--- config.mk ---
export PLATFORM = sky130hd
export DESIGN_NAME = uart_rx
export DESIGN_NICKNAME = d
export VERILOG_FILES = /design/src/rtl/uart_rx.sv
export SDC_FILE = /design/constraint.sdc
export NUM_CORES = 1
export LEC_CHECK = 0
export BUFFER_PORTS_ARGS = -buffer_cell sky130_fd_sc_hd__buf_2
export CORE_UTILIZATION = 42
export DETAILED_ROUTE_END_ITERATION = 8
export GPL_TIMING_DRIVEN = 0
export PLACE_DENSITY = 0.62
export SETUP_SLACK_MARGIN = 0.1
export SLEW_MARGIN = 30
export SYNTH_ARGS = -nofsm -noshare
export SYNTH_HDL_FRONTEND = slang
export SYNTH_SLANG_ARGS = --single-unit
--- constraint.sdc ---
create_clock -name clk -period 2.2 [get_ports clk]
set_clock_uncertainty 0.05 [all_clocks]
set_input_delay 0.22 -clock clk [delete_from_list [all_inputs] [get_ports clk]]
set_output_delay 0.22 -clock clk [all_outputs]
set_load 0.005 [all_outputs]
--- src/rtl/uart_rx.sv ---
// uart_rx: 8N1 serial receiver with mid-bit sampling and framing-error detection.
//   clk        in   system clock, rising edge
//   rst        in   synchronous active-high reset
//   rx         in   serial line, idle high, asynchronous to clk
//   data       out  last good received byte (LSB first on the line)
//   rx_done    out  one-cycle strobe: data valid, frame good
//   frame_err  out  one-cycle strobe: stop bit sampled low
//   busy       out  high whenever the receiver is not idle
module uart_rx #(
   parameter int CLKS_PER_BIT = 16,
   parameter int SYNC_STAGES  = 2
) (
   input  logic       clk,
   input  logic       rst,
   input  logic       rx,
   output logic [7:0] data,
   output logic       rx_done,
   output logic       frame_err,
   output logic       busy
);
   localparam int CW = $clog2(CLKS_PER_BIT) + 1;
   localparam logic [CW-1:0] HALF = CW'(CLKS_PER_BIT / 2 - 1);
   localparam logic [CW-1:0] FULL = CW'(CLKS_PER_BIT - 1);

   typedef enum logic [2:0] {IDLE, START, DATA, STOP, DONE} state_t;

   state_t                 state_q;
   logic [SYNC_STAGES-1:0] sync_q;
   logic [CW-1:0]          cnt_q;
   logic [2:0]             idx_q;
   logic [7:0]             shreg_q;
   logic                   rxs;

   // Synchronizer resets to the idle level so reset never looks like a start bit.
   always_ff @(posedge clk)
      if (rst) sync_q <= '1;
      else     sync_q <= {sync_q[SYNC_STAGES-2:0], rx};

   assign rxs  = sync_q[SYNC_STAGES-1];
   assign busy = state_q != IDLE;

   always_ff @(posedge clk) begin
      if (rst) begin
         state_q   <= IDLE;
         cnt_q     <= '0;
         idx_q     <= '0;
         shreg_q   <= '0;
         data      <= '0;
         rx_done   <= 1'b0;
         frame_err <= 1'b0;
      end else begin
         rx_done   <= 1'b0;
         frame_err <= 1'b0;
         case (state_q)
            IDLE: begin
               cnt_q <= '0;
               if (!rxs) state_q <= START;
            end
            // Re-check the line at mid start bit so short glitches are rejected.
            START: if (cnt_q == HALF) begin
               cnt_q   <= '0;
               idx_q   <= '0;
               state_q <= rxs ? IDLE : DATA;
            end else cnt_q <= cnt_q + 1'b1;
            DATA: if (cnt_q == FULL) begin
               cnt_q          <= '0;
               shreg_q[idx_q] <= rxs;
               if (idx_q == 3'd7) state_q <= STOP;
               else               idx_q   <= idx_q + 1'b1;
            end else cnt_q <= cnt_q + 1'b1;
            // Sampling at mid stop bit leaves half a bit to get back to IDLE
            // before a back-to-back start edge arrives.
            STOP: if (cnt_q == FULL) begin
               cnt_q   <= '0;
               state_q <= DONE;
               if (rxs) begin
                  data    <= shreg_q;
                  rx_done <= 1'b1;
               end else frame_err <= 1'b1;
            end else cnt_q <= cnt_q + 1'b1;
            DONE: begin
               cnt_q   <= '0;
               state_q <= IDLE;
            end
            default: state_q <= IDLE;
         endcase
      end
   end
endmodule

# Word-level counts from Yosys, hierarchy flattened
# Cells that the tools add are included.
dict set report word_totals {
  mem_count 0
  ramBits 0
  register_bits 31
  mem_bits_ro 0
  latch_bits 0
}
dict set report op_classes {
  n_eq_ne 13
  magnitude_cmp 2
  n_reduce_logical 12
  shifts 0
  bitwise 2
  addsub 2
  mul 0
  div 0
  mux 19
}
# op count
set ops {}
lappend ops {{2-to-1 mux 3 bit} 8}
lappend ops {{case mux 5 bit (3 select lines)} 1}
lappend ops {{inequality test 2 bit, second input constant} 6}
lappend ops {{case mux 3 bit (4 select lines)} 1}
lappend ops {{2-to-1 mux 5 bit} 2}
lappend ops {{bitwise mux 8 bit} 1}
lappend ops {{== test 3 x 2 -> 1 bit, second input constant} 2}
lappend ops {{== test 3 bit, second input constant} 2}
lappend ops {{case mux 3 bit (2 select lines)} 1}
lappend ops {{nonzero test 3 bit} 2}
lappend ops {{adder 5 x 1 -> 5 bit, second input constant} 1}
lappend ops {{== test 5 x 3 -> 1 bit, second input constant} 1}
lappend ops {{== test 5 x 4 -> 1 bit, second input constant} 1}
lappend ops {{AND reduction 5 bit} 1}
lappend ops {{< comparator 3 x 4 -> 1 bit, second input constant} 1}
lappend ops {{AND reduction 4 bit} 1}
lappend ops {{OR reduction 2 bit} 2}
lappend ops {{adder 3 x 1 -> 3 bit, second input constant} 1}
lappend ops {{demux 1 bit (select 3 bit)} 1}
lappend ops {{== test 3 x 1 -> 1 bit, second input constant} 1}
lappend ops {{greater-or-equal comparator 3 x 1 -> 1 bit, second input constant} 1}
lappend ops {{logical NOT 3 bit} 1}
lappend ops {{2-to-1 mux 1 bit} 3}
lappend ops {{AND reduction 3 bit} 1}
lappend ops {{6 further kinds} 7}

# Depth between registers and ports, before layout
dict set report depth {
  depth_word 5
  ltp_mapped 7
}

# Least setup slack after synthesis
# OpenSTA, ideal clock, no wires.
dict set report synth_path {
  path_type {register -> register}
  startpoint {register cnt_q[0]}
  endpoint {register shreg_q[6]}
  period_less_slack_ps 1792
  path_stages_with_launch 8
  path_slack_ps 408
  arrival_time_ps 1670
  setup_ps 72
  cell_sequence {dfxtp_1 ha_1 and3_1 ha_1 and4bb_1 buf_2 and4_4 mux2i_1}
}
dict set report synth_between {
  elab_chain_len 2
}
# element line_no
set synth_lines {}
lappend synth_lines {{start, declared} 29} ;# logic [CW-1:0] cnt_q;
lappend synth_lines {{start signal, assigned} 64} ;# end else cnt_q <= cnt_q + 1'b1;
lappend synth_lines {{start signal, assigned} 70} ;# end else cnt_q <= cnt_q + 1'b1;
lappend synth_lines {{start signal, assigned} 80} ;# end else cnt_q <= cnt_q + 1'b1;
lappend synth_lines {{== test 5 x 4 -> 1 bit} 65} ;# DATA: if (cnt_q == FULL) begin
lappend synth_lines {{AND reduction 2 bit (no source line)} -}
lappend synth_lines {{end signal, assigned by index} 67} ;# shreg_q[idx_q] <= rxs;
lappend synth_lines {{end, declared} 31} ;# logic [7:0] shreg_q;
# No other way between the ends.
# A chain may end at the register's enable or synchronous reset.

# Final worst setup path
dict set report layout_path {
  startpoint {register cnt_q[0]}
  endpoint {register state_q[0]}
}
dict set report layout_between {
  elab_chain_len 3
  word_cells_on_any_way 6
  cone_classes {eq/ne (5); reduce/logical (1)}
}
# element line_no
set layout_lines {}
lappend layout_lines {{== test 5 x 4 -> 1 bit / == test 5 x 3 -> 1 bit (equally long branches)} {65, 73, 60}}
lappend layout_lines {{inequality test 2 bit (no source line)} -}
lappend layout_lines {{AND reduction 5 bit (no source line) (*)} -}
lappend layout_lines {{end signal, assigned} 63} ;# state_q <= rxs ? IDLE : DATA;
lappend layout_lines {{end, declared} 27} ;# state_t state_q;
# Every way passes the cells marked *; elsewhere a longest branch is shown, timed or not.

==> metrics <==
Yosys cell types=41; outcome=finished clean; PwrDens=a little over 600 nW/µm²; Detail Placement HPWL=about 2400 µm; CP max FO=10; peak supply drop=~410 µV; post-synthesis register bit count=31; TNS Setup=0 ns; final setup violation count=0; postcts setup bufs=0; total of max-cap violations=0; Remaining Overflow, GRT=0; CTS clock-pin slew for the worst setup and hold paths=roughly 0.10 ns; area of the multi-input gates=between 800 and 900 µm²; Post-CTS Resized=1; cell row count=21; final antenna-violating net count=0; Worst-Margin Slew=between 0.4 and 0.5 ns; DIE AREA=just under 4000 µm²; commonest non-fill, non-tap cell in the layout=dfxtp_1; Synth Cell Area=1524 µm²; drt via density=around 5.5; starting density of the core=between 40% and 50%; Tcrit/Tclk final=89.32%; Tmin final=between 1.5 and 2 ns; Top Layer Used=met4; average size of a mapped cell=about 9.1 µm²; CP endpoint kind=flop; Num CTS Buffers=5; most frequent cells in the layout=dfxtp_1, buf_2, a21oi_1, nand3_1, nand2b_1; Skew-Pair Late Insertion Delay=around 0.33 ns; Die H=62.24 µm; length of routed wiring on met1=1516 µm; Root Driver=clkbuf_4; dominant cells by area after synthesis=dfxtp_1, mux2i_1, ha_1; Layout area overhead=15.19%; first-pass GRT wire length=around 5600 µm; First-pass DRT Iterations=4; register area share after synthesis=40.72%; Worst Path Class, Setup=reg2reg; Ys Warns=0; WP data arrival=roughly 2.2 ns; CP Launch Type=flop; cts hold-fix bufs=0; initial drt markers=53; # nets final=approximately 200; Antenna Cells=0; largest area contributor in the netlist=dfxtp_1; Tot Pwr=1074 µW; initial antenna violation count=0; worst-case clock buffer depth=2; total number of vias=1286; synthesized instance count=167; IO buf count=13; max_slew headroom=a little over two thirds; CORE AREA=about 3400 µm²; vias in the first global route=between 1000 and 1500; DRT Wirelength=~3300 µm; maximum number of pins on one net before global-route repair=11; fillers=330; Mapped Nets=176; Max Fclk=slightly above 0.5 GHz; CTS tree=yes; total track usage=a little under a fifth; Leak=slightly above 0.0007 µW; share of cells above drive strength 1=about a fifth; Fin. Hold Viols=0; Critical Path RT=2.42 ns; Synth top area share=40.72%; Pins Over Slew Limit=0; Worst Hold Class=in2reg; GPL Wtd Cong=approximately 0.74; RSZ-0062 raised after global routing=no; top-level port count=14; clock sink count=31; DR WL met2=1708 µm; DRC=0; Routed WL per cell=14.30 µm; Reg area=620.6 µm²; WL met3=73 µm; Die X=about 62 µm; H-tree depth=2
## synth_stat cells
library cell and instances:
a211oi_1 1, o211ai_1 2, nor3_2 1, nor2_1 2, or2_2 2, o21ai_0 10
nor2b_1 5, and3_1 2, a32oi_1 1, nand2b_1 12, or4b_1 1, o21bai_1 1
inv_1 8, nor3_1 2, and4bb_4 1, nand2_1 7, mux2i_1 8, nand4b_1 3
nand3_1 13, o31ai_1 1, and4b_1 1, and4bb_1 2, o41ai_1 2, a22o_1 1
nor4_1 2, nand4bb_1 1, buf_2 7, clkbuf_1 3, buf_4 1, and2_1 1
nand4_1 3, nor4bb_1 1, dfxtp_1 31, or3_1 1, a221oi_1 1, nor3b_1 3
ha_1 6, buf_1 1, mux4_2 1, a21oi_1 14, and4_4 1
## state kept, by name (all words and copies together), names as in the netlist
name / count
cnt_q: 5
data: 8
frame_err: 1
idx_q: 3
rx_done: 1
shreg_q: 8
state_q: 3
sync_q: 2
## where the power goes
part	internal (µW)	total (µW)	switching (µW)
clock network	268	473	204
logic	14.5	33.4	18.8
registers	564	568	3.69
total	847	1070	227
## layer usage
metal	vias up	global-route usage (%)
li1	643	-
met1	622	20.52
met2	13	32.14
met3	8	4.412
met4	0	8.721
met5	-	0
## through the flow
step	hold WS, ns	instances	setup slack, ns	utilization [%]	instance area [µm²]
after floorplan	0.2738	167	0.4081	-	1524
after CTS	0.01700	234	0.1255	50.81	1735
after global placement	0.3419	226	0.1858	48.21	1647
after global routing	0.01452	234	0.1196	51.39	1755
final	0.02804	234	0.2349	51.39	1755
after detailed placement	0.3522	226	0.1157	48.21	1647
## kinds of logic after synthesis
family | count (synthesis) | share of synthesized area [%]
simple gates | 67 | 28.65
compound gates | 34 | 13.22
flops | 31 | 40.72
buf+inv | 20 | 5.747
mux | 9 | 6.732
fa+ha+maj | 6 | 4.926
## worst max-delay path, stage by stage, from the launching register on
cell,delay (ns)
dfxtp_1,0.38
ha_2,0.24
and3_4,0.23
ha_1,0.18
clkbuf_4,0.20
nand2_1,0.06
mux4_2,0.47
nor3_2,0.10
## cell type report
class	count	share of cell area (%)
Multi-Input combinational cell	116	47.61
Sequential cell	31	35.35
Clock buffer	6	2.922
Tap cell	46	3.279
Clock inverter	2	1.996
Inverter	8	1.711
Timing Repair Buffer	13	3.706
Buffer	12	3.421
## final timing paths
check / from / to / slack [ns] / cells past startpoint
max reg2reg: cnt_q[0] / state_q[0] / 0.23 / 7
max: cnt_q[0] / state_q[0] / 0.23 / 7
min reg2reg: sync_q[0] / sync_q[1] / 0.37 / 1
min: rx / sync_q[0] / 0.03 / 2
Power figures use the tool's default switching activity.
